### config.mk
export PLATFORM = sky130hd
export DESIGN_NAME = frame_write_arbiter
export DESIGN_NICKNAME = d
export VERILOG_FILES = /design/src/rtl/frame_write_arbiter.sv
export SDC_FILE = /design/constraint.sdc
export NUM_CORES = 1
export LEC_CHECK = 0
export ABC_AREA = 1
export ABC_CLOCK_PERIOD_IN_PS = 3090
export BUFFER_PORTS_ARGS = -buffer_cell sky130_fd_sc_hd__buf_4
export CORE_MARGIN = 3
export CORE_UTILIZATION = 51
export DETAILED_ROUTE_END_ITERATION = 10
export MAX_ROUTING_LAYER = met4
export PLACE_DENSITY_LB_ADDON = 0.08
export SKIP_CTS_REPAIR_TIMING = 1
export SYNTH_ARGS = -nofsm -noshare
export SYNTH_HDL_FRONTEND = slang
export SYNTH_SLANG_ARGS = --single-unit
### constraint.sdc
create_clock -name clk -period 3.09 [get_ports clk]
set_clock_uncertainty 0.15 [all_clocks]
set_input_delay 0.1545 -clock clk [delete_from_list [all_inputs] [get_ports clk]]
set_output_delay 0.1545 -clock clk [all_outputs]
set_load 0.01 [all_outputs]
### src/rtl/frame_write_arbiter.sv
// frame_write_arbiter
//   Shares the single write port of the character frame buffer between N
//   drawing engines. Arbitration is round-robin. The winner keeps the port
//   until its burst ends: a beat with last=1, a dropped request, or
//   MAX_BURST accepted beats. The frame write bus is registered, so a write
//   appears one cycle after the beat is accepted. Beats whose coordinates
//   lie off-screen are still accepted but are not written; range_err flags
//   them instead.
//
//   Optional feature, enabled by defining FRAME_ARB_CLEAR_EN:
//   a clear sequencer writes BLANK_CHAR to every cell in scan order, after
//   reset and on clear_start.
//
// Ports
//   clk, reset        clock, synchronous active-high reset
//   req[N]            requester i presents a valid beat
//   last[N]           requester i's beat is the final beat of its burst
//   x_in/y_in/char_in 6 bits per requester, lane i at [6i+5:6i]
//   grant[N]          beat from i accepted this cycle (req & grant = transfer)
//   frame_x/y/char    registered write address and glyph
//   frame_we          registered write strobe
//   busy              arbiter not idle
//   range_err         one-cycle pulse, aligned with where frame_we would be,
//                     for an accepted off-screen beat
//   clear_start       (FRAME_ARB_CLEAR_EN) request a full-screen clear
//   clear_done        (FRAME_ARB_CLEAR_EN) pulse alongside the last clear write
module frame_write_arbiter #(
   parameter int          N          = 3,
   parameter int          COLS       = 40,
   parameter int          ROWS       = 30,
   parameter int          MAX_BURST  = 64,
   parameter logic [5:0]  BLANK_CHAR = 6'd0
) (
   input  logic            clk,
   input  logic            reset,
   input  logic [N-1:0]    req,
   input  logic [N-1:0]    last,
   input  logic [6*N-1:0]  x_in,
   input  logic [6*N-1:0]  y_in,
   input  logic [6*N-1:0]  char_in,
   output logic [N-1:0]    grant,
   output logic [5:0]      frame_x,
   output logic [5:0]      frame_y,
   output logic [5:0]      frame_char,
   output logic            frame_we,
   output logic            busy,
   output logic            range_err
`ifdef FRAME_ARB_CLEAR_EN
   ,
   input  logic            clear_start,
   output logic            clear_done
`endif
);

   localparam int               PW         = (N > 1) ? $clog2(N) : 1;
   localparam logic [PW-1:0]    LAST_OWNER = PW'(N - 1);
   localparam logic [6:0]       COLS_L     = 7'(COLS);
   localparam logic [6:0]       ROWS_L     = 7'(ROWS);
   localparam logic [7:0]       MAX_B      = 8'(MAX_BURST);

   typedef enum logic [1:0] {
      S_IDLE  = 2'd0,
      S_LOCK  = 2'd1,
      S_CLEAR = 2'd2
   } state_t;

   state_t          state_q, state_d;
   logic [PW-1:0]   owner_q, owner_d;
   logic [PW-1:0]   rr_ptr_q, rr_ptr_d;
   logic [7:0]      beat_cnt_q, beat_cnt_d;
   logic [5:0]      frame_x_q, frame_x_d;
   logic [5:0]      frame_y_q, frame_y_d;
   logic [5:0]      frame_char_q, frame_char_d;
   logic            frame_we_q, frame_we_d;
   logic            range_err_q, range_err_d;

   logic            sel_req, sel_last;
   logic [5:0]      sel_x, sel_y, sel_char;
   logic [PW-1:0]   pick, pick_lo, pick_hi, next_rr;
   logic            pick_valid, found_hi;
   logic            in_range, clear_go;
   logic [N-1:0]    grant_s;

`ifdef FRAME_ARB_CLEAR_EN
   localparam logic [5:0] LAST_X = 6'(COLS - 1);
   localparam logic [5:0] LAST_Y = 6'(ROWS - 1);
   logic [5:0]      clr_x_q, clr_x_d;
   logic [5:0]      clr_y_q, clr_y_d;
   logic            clr_pend_q, clr_pend_d;
   logic            clear_done_q, clear_done_d;
   logic            clr_last;
`endif

   // Lane mux: pick the current owner's request and beat fields.
   always_comb begin
      sel_req  = 1'b0;
      sel_last = 1'b0;
      sel_x    = 6'd0;
      sel_y    = 6'd0;
      sel_char = 6'd0;
      for (int i = 0; i < N; i++) begin
         sel_req  = sel_req  | (req[i]  & (owner_q == PW'(i)));
         sel_last = sel_last | (last[i] & (owner_q == PW'(i)));
         sel_x    = sel_x    | (x_in[6*i +: 6]    & {6{owner_q == PW'(i)}});
         sel_y    = sel_y    | (y_in[6*i +: 6]    & {6{owner_q == PW'(i)}});
         sel_char = sel_char | (char_in[6*i +: 6] & {6{owner_q == PW'(i)}});
      end
      in_range = ({1'b0, sel_x} < COLS_L) && ({1'b0, sel_y} < ROWS_L);
      next_rr  = (owner_q == LAST_OWNER) ? {PW{1'b0}} : owner_q + PW'(1);
   end

   // Round-robin search: lowest requesting lane at or above rr_ptr wins,
   // otherwise the lowest requesting lane below it (wrap-around).
   always_comb begin
      pick_lo  = {PW{1'b0}};
      pick_hi  = {PW{1'b0}};
      found_hi = 1'b0;
      for (int i = N - 1; i >= 0; i--) begin
         pick_lo  = (req[i] && (PW'(i) <  rr_ptr_q)) ? PW'(i) : pick_lo;
         pick_hi  = (req[i] && (PW'(i) >= rr_ptr_q)) ? PW'(i) : pick_hi;
         found_hi = found_hi | (req[i] && (PW'(i) >= rr_ptr_q));
      end
      pick       = found_hi ? pick_hi : pick_lo;
      pick_valid = |req;
   end

`ifdef FRAME_ARB_CLEAR_EN
   // Clear request qualification; a request seen during a burst waits for its end.
   always_comb begin
      clear_go = clear_start | clr_pend_q;
      clr_last = (clr_x_q == LAST_X) && (clr_y_q == LAST_Y);
   end
`else
   // No clear sequencer in this build.
   always_comb begin
      clear_go = 1'b0;
   end
`endif

   // Next-state logic, ownership and burst bookkeeping.
   always_comb begin
      state_d    = state_q;
      owner_d    = owner_q;
      rr_ptr_d   = rr_ptr_q;
      beat_cnt_d = beat_cnt_q;
`ifdef FRAME_ARB_CLEAR_EN
      clr_x_d    = clr_x_q;
      clr_y_d    = clr_y_q;
      clr_pend_d = clr_pend_q;
`endif
      case (state_q)
         S_IDLE: begin
            beat_cnt_d = 8'd0;
            if (clear_go) begin
               state_d = S_CLEAR;
            end else if (pick_valid) begin
               state_d = S_LOCK;
               owner_d = pick;
            end else begin
               state_d = S_IDLE;
            end
         end
         S_LOCK: begin
            // Owner dropped its request, flagged last, or hit the burst cap.
            if (!sel_req || sel_last || (beat_cnt_q + 8'd1 == MAX_B)) begin
               state_d    = S_IDLE;
               rr_ptr_d   = next_rr;
               beat_cnt_d = 8'd0;
            end else begin
               beat_cnt_d = beat_cnt_q + 8'd1;
            end
         end
`ifdef FRAME_ARB_CLEAR_EN
         S_CLEAR: begin
            if (clr_x_q == LAST_X) begin
               clr_x_d = 6'd0;
               if (clr_y_q == LAST_Y) begin
                  clr_y_d = 6'd0;
                  state_d = S_IDLE;
               end else begin
                  clr_y_d = clr_y_q + 6'd1;
               end
            end else begin
               clr_x_d = clr_x_q + 6'd1;
            end
         end
`endif
         default: begin
            state_d = S_IDLE;
         end
      endcase
`ifdef FRAME_ARB_CLEAR_EN
      if (state_q == S_IDLE) begin
         clr_pend_d = 1'b0;
      end else if ((state_q == S_LOCK) && clear_start) begin
         clr_pend_d = 1'b1;
      end else begin
         clr_pend_d = clr_pend_q;
      end
`endif
   end

   // Output logic: grant decode and next value of the registered write bus.
   always_comb begin
      frame_x_d    = frame_x_q;
      frame_y_d    = frame_y_q;
      frame_char_d = frame_char_q;
      frame_we_d   = 1'b0;
      range_err_d  = 1'b0;
      // Grant is withheld during reset so a requester keeps its beat.
      if ((state_q == S_LOCK) && !reset) begin
         grant_s = ({{(N-1){1'b0}}, 1'b1} << owner_q) & req;
      end else begin
         grant_s = {N{1'b0}};
      end
      if ((state_q == S_LOCK) && sel_req) begin
         if (in_range) begin
            frame_x_d    = sel_x;
            frame_y_d    = sel_y;
            frame_char_d = sel_char;
            frame_we_d   = 1'b1;
         end else begin
            range_err_d  = 1'b1;
         end
      end else begin
         frame_we_d = 1'b0;
      end
`ifdef FRAME_ARB_CLEAR_EN
      if (state_q == S_CLEAR) begin
         frame_x_d    = clr_x_q;
         frame_y_d    = clr_y_q;
         frame_char_d = BLANK_CHAR;
         frame_we_d   = 1'b1;
         clear_done_d = clr_last;
      end else begin
         clear_done_d = 1'b0;
      end
`endif
   end

   // State and output registers.
   always_ff @(posedge clk) begin
      if (reset) begin
`ifdef FRAME_ARB_CLEAR_EN
         state_q      <= S_CLEAR;
         clr_x_q      <= 6'd0;
         clr_y_q      <= 6'd0;
         clr_pend_q   <= 1'b0;
         clear_done_q <= 1'b0;
`else
         state_q      <= S_IDLE;
`endif
         owner_q      <= {PW{1'b0}};
         rr_ptr_q     <= {PW{1'b0}};
         beat_cnt_q   <= 8'd0;
         frame_x_q    <= 6'd0;
         frame_y_q    <= 6'd0;
         frame_char_q <= 6'd0;
         frame_we_q   <= 1'b0;
         range_err_q  <= 1'b0;
      end else begin
         state_q      <= state_d;
`ifdef FRAME_ARB_CLEAR_EN
         clr_x_q      <= clr_x_d;
         clr_y_q      <= clr_y_d;
         clr_pend_q   <= clr_pend_d;
         clear_done_q <= clear_done_d;
`endif
         owner_q      <= owner_d;
         rr_ptr_q     <= rr_ptr_d;
         beat_cnt_q   <= beat_cnt_d;
         frame_x_q    <= frame_x_d;
         frame_y_q    <= frame_y_d;
         frame_char_q <= frame_char_d;
         frame_we_q   <= frame_we_d;
         range_err_q  <= range_err_d;
      end
   end

   assign grant      = grant_s;
   assign frame_x    = frame_x_q;
   assign frame_y    = frame_y_q;
   assign frame_char = frame_char_q;
   assign frame_we   = frame_we_q;
   assign range_err  = range_err_q;
   assign busy       = (state_q != S_IDLE);
`ifdef FRAME_ARB_CLEAR_EN
   assign clear_done = clear_done_q;
`endif

endmodule

==> results.json, run 1 <==
{
  "vdd_ir_drop_max_mv": 0.294,
  "syn_area_per_cell_um2": 6.18,
  "cts.sinks": 33,
  "critPathKind": "flop to flop",
  "min_from": "req[0]",
  "crit_path_frequent_cell": "nand2_1",
  "slew_headroom": 0.548,
  "hold_path_class": "input pin to flop",
  "layout-drive-gt1-share": 0.261,
  "drt_iter0_markers": 140,
  "worstPathRequired_ns": 3.11,
  "place_congestion": 0.792,
  "insertion_delay_ns": 0.28,
  "seq_power_share": 0.366,
  "startpoint_type": "flop",
  "wirelength_um": 5220,
  "synthToLayoutAreaGrowth_pct": 40.0,
  "ios": 86,
  "whs_ns": 0.0387,
  "cp_num_buf_inv": 2,
  "htree_levels": 2,
  "rows": 21,
  "status": "completed",
  "numCtsBuffers": 5,
  "slowest_stage": "nor2_2",
  "min_path_cells": 4,
  "clk_pin_slew_ns": 0.07,
  "synth_top_area_share": 0.342,
  "route.detailed.drc": 0,
  "leakage_nw": 1.40,
  "initial_core_util": 0.554,
  "synth_warnings": 0,
  "die_area_um2": 4570,
  "max_stage_delay_ns": 0.52,
  "arrival_ns": 2.23,
  "hpwl_um": 4070,
  "synthTopCellsByArea": "dfxtp_1 (34%), nand2_1 (19%), nor2_1 (12%)",
  "critPathTopFamily": "simple AND/OR/NAND/NOR gates",
  "grt.total_usage": 0.249,
  "holdPathEnd": "owner_q[0]$_SDFFE_PP0P_",
  "cp_max_fo": 18,
  "drv_cap": 0,
  "grt_overflow": 0,
  "rsz0062_at_grt": "no",
  "dieHeight_um": 67.6,
  "ant_nets": 0,
  "finalSetupViolCount": 0,
  "slew_viol_final": 0,
  "die_width_um": 67.6,
  "hold_viol_final": 0,
  "r2r-end": "frame_y[0]$_SDFFE_PP0P_",
  "rr_worst_depth": 9,
  "fin_util": 0.775,
  "crit-reg2reg-launch": "owner_q[1]$_SDFFE_PP0P_",
  "core_area_um2": 3490,
  "n_antenna_cell": 0,
  "pwr-share-comb": 0.321,
  "period_needed_ns": 2.21,
  "period_share": 0.714,
  "port_buffers": 85,
  "yosysTopAreaCell": "dfxtp_1",
  "switching_share": 0.322,
  "crit_start": "owner_q[1]$_SDFFE_PP0P_",
  "clock.fmax_ghz": 0.453,
  "endpoint_kind": "flop",
  "seq_area_frac_synth": 0.342,
  "cts_root_buffer": "clkbuf_8",
  "regToRegSetupSlack_ns": 0.88,
  "worst_pin_slew_ns": 0.677,
  "dr_total_vias": 2240,
  "fin_nets": 460,
  "mappedNetlistArea_um2": 1930,
  "grt_pass1_vias": 1967,
  "path_depth": 9,
  "clockBufferDepth": 2,
  "grt_max_degree": 24,
  "synth_nets": 376,
  "path_cells": "inv_1 -> nor2_2 -> nand2_1 -> nand3_2 -> nand2_2 -> inv_2 -> nand4_1 -> nand2_1 -> nor2_1",
  "power_density_nw_per_um2": 490,
  "setup_tns_ns": 0,
  "ys_seq_elements": 33,
  "clock_power_share": 0.313,
  "ys_types": 29,
  "vias_per_cell": 5.05,
  "wl_per_cell_um": 11.8,
  "cts_tree": "yes",
  "synthCells": 313,
  "p_int_mw": 0.899,
  "antenna_found_initial": 0,
  "total_switching_power_mw": 0.428,
  "grt_pass1_wl_um": 8510,
  "firstDrtPassIters": 4
}
## metal layers
metal / part of all wire / track usage / wire length [µm] / up-vias
li1: - / - / - / 1162
met1: 0.45 / 0.335 / 2340 / 963
met2: 0.45 / 0.368 / 2350 / 107
met3: 0.090 / 0.0582 / 472 / 8
met4: 0.012 / 0.0785 / 61 / 0
met5: 0 / - / 0 / -
## tightest hold or removal path, cell delays in order
cell,delay [ns]
buf_4,0.10
inv_1,0.03
o2111ai_1,0.06
a21oi_1,0.07
## synthesized netlist by cell type
| library cell | number |
|---|---|
| nand2_1 | 96 |
| nor2_1 | 60 |
| inv_1 | 36 |
| dfxtp_1 | 33 |
| a21oi_1 | 18 |
| nand4_1 | 18 |
| nand3_1 | 13 |
| o21ai_0 | 5 |
| buf_2 | 3 |
| clkbuf_1 | 3 |
| nor2_2 | 3 |
| o21bai_1 | 3 |
| buf_1 | 2 |
| buf_6 | 2 |
| nand3_2 | 2 |
| nor3_1 | 2 |
| o211ai_1 | 2 |
| a22o_1 | 1 |
| buf_4 | 1 |
| ha_1 | 1 |
| inv_2 | 1 |
| nand2_2 | 1 |
| nand2_4 | 1 |
| nand3_4 | 1 |
| nor2_8 | 1 |
| o2111ai_1 | 1 |
| o22ai_1 | 1 |
| or2_1 | 1 |
| xor2_1 | 1 |
## cells by family after synthesis
group / share of synthesized area
XOR/XNOR: 0.00453
buffers and inverters: 0.105
AO/OA/AOI/OAI: 0.0912
adder cells (fa/ha/maj): 0.00647
flip-flops: 0.342
AND/OR/NAND/NOR: 0.451
## how the worst max path moves through the flow
stage                            endpoint
2_1_floorplan  frame_char[0]$_SDFFE_PP0P_
3_3_place_gp   frame_char[5]$_SDFFE_PP0P_
3_5_place_dp      frame_x[2]$_SDFFE_PP0P_
4_1_cts        frame_char[2]$_SDFFE_PP0P_
5_1_grt           frame_x[2]$_SDFFE_PP0P_
6_report          frame_y[0]$_SDFFE_PP0P_
## registers in the layout (all words and copies together), names as in the netlist
name        count
frame_we        1
state_q         1
beat_cnt_q      8
frame_y         6
range_err       1
frame_char      6
frame_x         6
rr_ptr_q        2
owner_q         2
## metrics by stage
stage          instance area, µm²  power, mW  setup WS (ns)  instances
2_1_floorplan                1930      0.769           1.38        313
3_3_place_gp                 2580      0.907           1.00        435
3_5_place_dp                 2580      0.915          0.939        435
4_1_cts                      2700       1.33          0.883        443
5_1_grt                      2710       1.41          0.587        444
6_report                     2710       1.33          0.883        444
## area by class of cell
type / instances / area [µm²]
multi-input cells: 232 / 1070
fillers: 298 / 787
repair buffers: 88 / 663
flip-flops and latches: 33 / 661
inverters: 37 / 139
clock buffers: 7 / 86.3
well taps: 46 / 57.6
clock inverters: 1 / 30.0
## power groups by stage
stage / combinational (mW) / clock [mW] / sequential [mW]
after floorplan: 0.268 / 0 / 0.501
after global placement: 0.415 / 0 / 0.493
after detailed placement: 0.420 / 0 / 0.495
after CTS: 0.423 / 0.418 / 0.486
after global routing: 0.485 / 0.436 / 0.490
final: 0.425 / 0.415 / 0.486
## layout by cell type (no fill, tap or decap), types with 2 or more instances in the layout
master / count
nor2_2: 3
inv_1: 36
o21bai_1: 3
nor3_1: 2
o21ai_0: 5
nand3_2: 2
nand2_1: 96
o211ai_1: 2
buf_4: 87
clkbuf_8: 6
nor2_1: 60
dfxtp_1: 33
nand3_1: 13
nand4_1: 18
a21oi_1: 18
Note: power is estimated with default switching activity, not from simulation.
==> inputs of run 2 (changes only) <==
--- a/config.mk
+++ b/config.mk
@@ -6,10 +6,10 @@
 export NUM_CORES = 1
 export LEC_CHECK = 0
 export ABC_AREA = 1
-export ABC_CLOCK_PERIOD_IN_PS = 3090
+export ABC_CLOCK_PERIOD_IN_PS = 1860
 export BUFFER_PORTS_ARGS = -buffer_cell sky130_fd_sc_hd__buf_4
 export CORE_MARGIN = 3
-export CORE_UTILIZATION = 51
+export CORE_UTILIZATION = 43
 export DETAILED_ROUTE_END_ITERATION = 10
 export MAX_ROUTING_LAYER = met4
 export PLACE_DENSITY_LB_ADDON = 0.08
==> constraint.sdc (replaced) <==
create_clock -name clk -period 1.86 [get_ports clk]
set_clock_uncertainty 0.15 [all_clocks]
set_input_delay 0.093 -clock clk [delete_from_list [all_inputs] [get_ports clk]]
set_output_delay 0.093 -clock clk [all_outputs]
set_load 0.01 [all_outputs]
==> run 2 against run 1 <==
Effect of this change: combinational power rose by 110%; core utilization fell by 5.2 points; sequential share of layout area fell by 2.2 points; routed wire length rose by 7.7%; clock power rose by 68%; via count rose by 0.85%; register-to-register slack got worse by 0.82 ns; flip-flop and latch count did not move; first-iteration DRC count fell by 28%; total power rose by 82%; critical path type unchanged.
==> results.json, run 2 (synthesis results as in run 1) <==
{
  "die_width_um": 73.1,
  "slew_viol_final": 0,
  "rows": 23,
  "layoutNonFillerInstCount": 472,
  "startpoint_type": "flop",
  "vias_per_cell": 4.79,
  "dpl_worst_slack_ns": -0.0972,
  "r2r-end": "frame_char[4]$_SDFFE_PP0P_",
  "clk_pin_slew_ns": 0.07,
  "final_common_cell": "buf_4",
  "ios": 86,
  "drt_iter0_markers": 101,
  "wirelength_um": 5620,
  "numCtsBuffers": 5,
  "clockBufferDepth": 2,
  "slowest_stage": "dfxtp_4",
  "period_needed_ns": 1.80,
  "multi_input_area_um2": 1180,
  "die_area_um2": 5340,
  "dr_total_vias": 2259,
  "crit_path_frequent_cell": "nor2_1",
  "slew_headroom": 0.748,
  "ant_nets": 0,
  "holdPathEnd": "frame_x[1]$_SDFFE_PP0P_",
  "core_area_um2": 4170,
  "period_share": 0.969,
  "hpwl_um": 4110,
  "power_density_nw_per_um2": 801,
  "regMostFlops": "beat_cnt_q",
  "firstDrtPassIters": 4,
  "port_buffers": 85,
  "min_from": "x_in[13]",
  "htree_levels": 2,
  "status": "completed",
  "clock.fmax_ghz": 0.555,
  "worst_pin_slew_ns": 0.376,
  "min_path_cells": 5,
  "grt_pass1_wl_um": 8320,
  "endpoint_kind": "flop",
  "layout-drive-gt1-share": 0.348,
  "arrival_ns": 1.87,
  "hold_path_class": "input pin to flop",
  "fin_nets": 484,
  "grt.total_usage": 0.201,
  "synthToLayoutAreaGrowth_pct": 55.8,
  "final.setup.worst_slack_ns": 0.0583,
  "layout.cells.most_common_list": "buf_4 (101), nand2_1 (91), nor2_1 (55), inv_1 (34), dfxtp_1 (30)",
  "dieHeight_um": 73.1,
  "rr_worst_depth": 9,
  "initial_core_util": 0.464,
  "max_stage_delay_ns": 0.39,
  "largest_reg_flops": 8,
  "cts.sinks": 33,
  "whs_ns": 0.0208,
  "critPathKind": "flop to flop",
  "antenna_found_initial": 0,
  "wl_per_cell_um": 11.9,
  "crit-reg2reg-launch": "owner_q[0]$_SDFFE_PP0P_",
  "drv_cap": 0,
  "n_antenna_cell": 0,
  "vdd_ir_drop_max_mv": 0.462,
  "fin_util": 0.722,
  "cts_root_buffer": "clkbuf_8",
  "fillerInstances": 342,
  "insertion_delay_ns": 0.28,
  "place_congestion": 0.782,
  "regArea_um2": 669,
  "regToRegSetupSlack_ns": 0.06,
  "finalSetupViolCount": 0,
  "hold_viol_final": 0,
  "grt_max_degree": 24,
  "grt_overflow": 0,
  "leakage_nw": 1.53,
  "cts_tree": "yes",
  "route.detailed.drc": 0,
  "cp_max_fo": 11,
  "path_cells": "nor2_4 -> buf_6 -> inv_1 -> o22ai_1 -> a21oi_1 -> nand3_4 -> nor2_8 -> nor2_1 -> nor2_1",
  "dp_cells": 450,
  "grt_pass1_vias": 1923,
  "fin_total_pwr_mw": 2.42,
  "worstPathRequired_ns": 1.93
}
run 2: changes by cell type in the layout (fill, tap and decap cells not counted), moves of 3 or more:
cell | before | now
buf_4 | 87 | 101
nand3_2 | 2 | 7
nand2_2 | 1 | 6
nor2_4 | 0 | 7
nand2_1 | 96 | 91
nand3_1 | 13 | 8
dfxtp_1 | 33 | 30
buf_6 | 0 | 3
nor2_1 | 60 | 55
run 2: cell type report:
cell class | instances | share of cell area
sequential | 33 | 0.222
timing repair buffer | 108 | 0.279
clock inverter | 1 | 0.00996
tap | 50 | 0.0208
clock buffer | 7 | 0.0286
inverter | 37 | 0.0465
multi-input combinational | 236 | 0.393
run 2: power by group:
group / internal (mW) / switching [mW]
Sequential: 0.764 / 0.0527
Clock: 0.437 / 0.259
Combinational: 0.417 / 0.486
Total: 1.62 / 0.798
run 2: critical path, delay by kind of cell (launching register included):
kind                   cells  cell delay, ns
AND/OR/NAND/NOR            5            0.64
AO/OA/AOI/OAI              2            0.33
buffers and inverters      2            0.23
flip-flops                 1            0.39
run 2: how the worst max path moves through the flow:
| stage | startpoint | to | slack (ns) | depth (start not counted) |
|---|---|---|---|---|
| 3_5_place_dp | owner_q[0]$_SDFFE_PP0P_ | frame_char[2]$_SDFFE_PP0P_ | -0.1 | 12 |
| 4_1_cts | owner_q[0]$_SDFFE_PP0P_ | frame_char[4]$_SDFFE_PP0P_ | -0.13 | 12 |
| 3_3_place_gp | owner_q[0]$_SDFFE_PP0P_ | frame_y[3]$_SDFFE_PP0P_ | -0.06 | 12 |
| 6_report | owner_q[0]$_SDFFE_PP0P_ | frame_char[4]$_SDFFE_PP0P_ | 0.06 | 9 |
| 5_1_grt | owner_q[1]$_SDFFE_PP0P_ | frame_y[4]$_SDFFE_PP0P_ | -0.06 | 11 |
| 2_1_floorplan | owner_q[0]$_SDFFE_PP0P_ | frame_char[0]$_SDFFE_PP0P_ | 0.15 | 11 |
run 2: metrics by stage:
step	instance area, µm²	setup TNS, ns
2_1_floorplan	1930	0
3_3_place_gp	2680	-0.782
3_5_place_dp	2680	-1.12
4_1_cts	2800	-1.70
5_1_grt	3010	-0.560
6_report	3010	0
run 2: routing by layer:
| metal | wire length (µm) | up-vias | share of wire | global-route usage |
|---|---|---|---|---|
| met5 | 0 | - | 0 | - |
| met4 | 64 | 0 | 0.011 | 0.0615 |
| met3 | 381 | 4 | 0.068 | 0.0427 |
| met2 | 2580 | 89 | 0.46 | 0.291 |
| met1 | 2600 | 956 | 0.46 | 0.280 |
| li1 | - | 1210 | - | - |
==> inputs of run 3 (changes only) <==
--- a/config.mk
+++ b/config.mk
@@ -8,8 +8,7 @@
 export ABC_AREA = 1
 export ABC_CLOCK_PERIOD_IN_PS = 1860
 export BUFFER_PORTS_ARGS = -buffer_cell sky130_fd_sc_hd__buf_4
-export CORE_MARGIN = 3
-export CORE_UTILIZATION = 43
+export CORE_UTILIZATION = 39
 export DETAILED_ROUTE_END_ITERATION = 10
 export MAX_ROUTING_LAYER = met4
 export PLACE_DENSITY_LB_ADDON = 0.08
==> run 3 against run 2 <==
Effect of this change: via count is 2.1% lower; global-route usage is 0.48 points lower; flip-flop and latch count stayed put; critical path type unchanged; highest routed layer unchanged; design area is 1.6% lower; total power is 8.6% lower; routed wire length is 6.0% lower; largest power group unchanged; final cell count is 3.4% higher; clock-buffer cell count is 1 lower; sequential share of layout area is 0.37 points higher.
==> results.json, run 3 (synthesis results as in run 1) <==
{
  "grt_pass1_wl_um": 7910,
  "layoutNonFillerInstCount": 488,
  "finalSetupViolCount": 0,
  "cts.sinks": 33,
  "rows": 25,
  "period_needed_ns": 1.76,
  "numCtsBuffers": 5,
  "synthToLayoutAreaGrowth_pct": 53.3,
  "status": "completed",
  "path_depth": 9,
  "slew_viol_final": 0,
  "antenna_found_initial": 0,
  "grt.total_usage": 0.197,
  "power_density_nw_per_um2": 744,
  "grt_max_degree": 24,
  "fin_nets": 483,
  "initial_core_util": 0.407,
  "dpl_worst_slack_ns": -0.0488,
  "top_layer": "met4",
  "arrival_ns": 1.80,
  "vias_per_cell": 4.53,
  "worstPathRequired_ns": 1.91,
  "met2_length_um": 2330,
  "firstDrtPassIters": 4,
  "htree_levels": 2,
  "endpoint_kind": "flop",
  "hold_path_class": "input pin to flop",
  "dr_total_vias": 2211,
  "largest_reg_flops": 8,
  "layout-drive-gt1-share": 0.333,
  "wl_met1_um": 2670,
  "cts_tree": "yes",
  "vdd_ir_drop_max_mv": 0.378,
  "worst_pin_slew_ns": 0.400,
  "min_from": "char_in[12]",
  "leakage_nw": 1.51,
  "ant_nets": 0,
  "dieHeight_um": 72.4,
  "wirelength_um": 5290,
  "die_width_um": 72.4,
  "cts_root_buffer": "clkbuf_8",
  "clk_pin_slew_ns": 0.07,
  "clock.fmax_ghz": 0.569,
  "period_share": 0.945,
  "grt_overflow": 0,
  "fin_total_pwr_mw": 2.21,
  "dp_cells": 470,
  "final_common_cell": "buf_4",
  "whs_ns": 0.0181,
  "drv_cap": 0,
  "grt_pass1_vias": 1877,
  "max_stage_delay_ns": 0.36,
  "wl_per_cell_um": 10.8,
  "hold_viol_final": 0,
  "core_area_um2": 4750,
  "min_path_cells": 5,
  "critPathTopFamily": "simple AND/OR/NAND/NOR gates",
  "clockBufferDepth": 2,
  "fillerInstances": 499,
  "route.detailed.drc": 0,
  "regMostFlops": "beat_cnt_q",
  "cp_num_buf_inv": 2,
  "slowest_stage": "dfxtp_4",
  "n_antenna_cell": 0,
  "cp_max_fo": 8,
  "place_congestion": 0.789,
  "crit-reg2reg-launch": "owner_q[0]$_SDFFE_PP0P_",
  "hpwl_um": 3850,
  "met3WireLength_um": 247,
  "slew_headroom": 0.732,
  "layout.cells.most_common_list": "buf_4 (102), nand2_1 (93), nor2_1 (58), inv_1 (34), dfxtp_1 (30)",
  "critPathKind": "flop to flop",
  "final.setup.worst_slack_ns": 0.101,
  "rr_worst_depth": 9,
  "die_area_um2": 5250,
  "startpoint_type": "flop",
  "port_buffers": 85,
  "insertion_delay_ns": 0.27,
  "ios": 86,
  "crit_start": "owner_q[0]$_SDFFE_PP0P_",
  "path_cells": "nor2_1 -> buf_4 -> nand2_1 -> nand3_2 -> nand2_1 -> nor2_1 -> nand3_2 -> buf_4 -> nor3_1",
  "drt_iter0_markers": 85
}
run 3: cell types whose count changed in the layout (fill, tap and decap cells not counted), moves of 2 or more:
cell and delta:
buf_6 -2, nand2_1 +2, nand2_2 -2, nand3_1 +2, nand3_2 -2, nor2_1 +3
nor2_2 -2
run 3: through the flow:
stage / setup TNS, ns / instance area [µm²] / util
after floorplan: 0 / 1930 / -
after global placement: -0.164 / 2730 / 0.573
after detailed placement: -0.543 / 2730 / 0.573
after CTS: -1.13 / 2810 / 0.591
after global routing: -0.0340 / 2970 / 0.624
final: 0 / 2970 / 0.624
run 3: worst reg2reg max path, cell delays in order, from the launching register on:
cell and delay [ns]:
dfxtp_4 0.36, nor2_1 0.14, buf_4 0.18, nand2_1 0.09
nand3_2 0.09, nand2_1 0.05, nor2_1 0.19, nand3_2 0.14
buf_4 0.16, nor3_1 0.13
run 3: worst paths after layout:
path	slack, ns	to
worst min-delay path	0.02	frame_char[0]$_SDFFE_PP0P_
worst max register to register	0.10	beat_cnt_q[2]$_SDFF_PP0_
worst min register to register	0.28	beat_cnt_q[0]$_SDFF_PP0_
worst max-delay path	0.10	beat_cnt_q[2]$_SDFF_PP0_
run 3: report_power, final:
| part | total [mW] | switching, mW | internal, mW |
|---|---|---|---|
| sequential | 0.809 | 0.0455 | 0.763 |
| clock | 0.520 | 0.260 | 0.259 |
| combinational | 0.879 | 0.476 | 0.403 |
run 3: layout make-up:
| cell class | instances | area (µm²) | area share |
|---|---|---|---|
| inverters | 37 | 139 | 0.0468 |
| clock buffers | 6 | 72.6 | 0.0245 |
| repair buffers | 107 | 827 | 0.279 |
| multi-input cells | 236 | 1160 | 0.392 |
| well taps | 67 | 83.8 | 0.0283 |
| flip-flops and latches | 33 | 669 | 0.226 |
| clock inverters | 2 | 10.0 | 0.00338 |
run 3: metal layers:
metal | vias to the layer above | track usage
li1 | 1209 | -
met1 | 929 | 0.280
met2 | 69 | 0.286
met3 | 4 | 0.0292
met4 | 0 | 0.0588
met5 | - | -
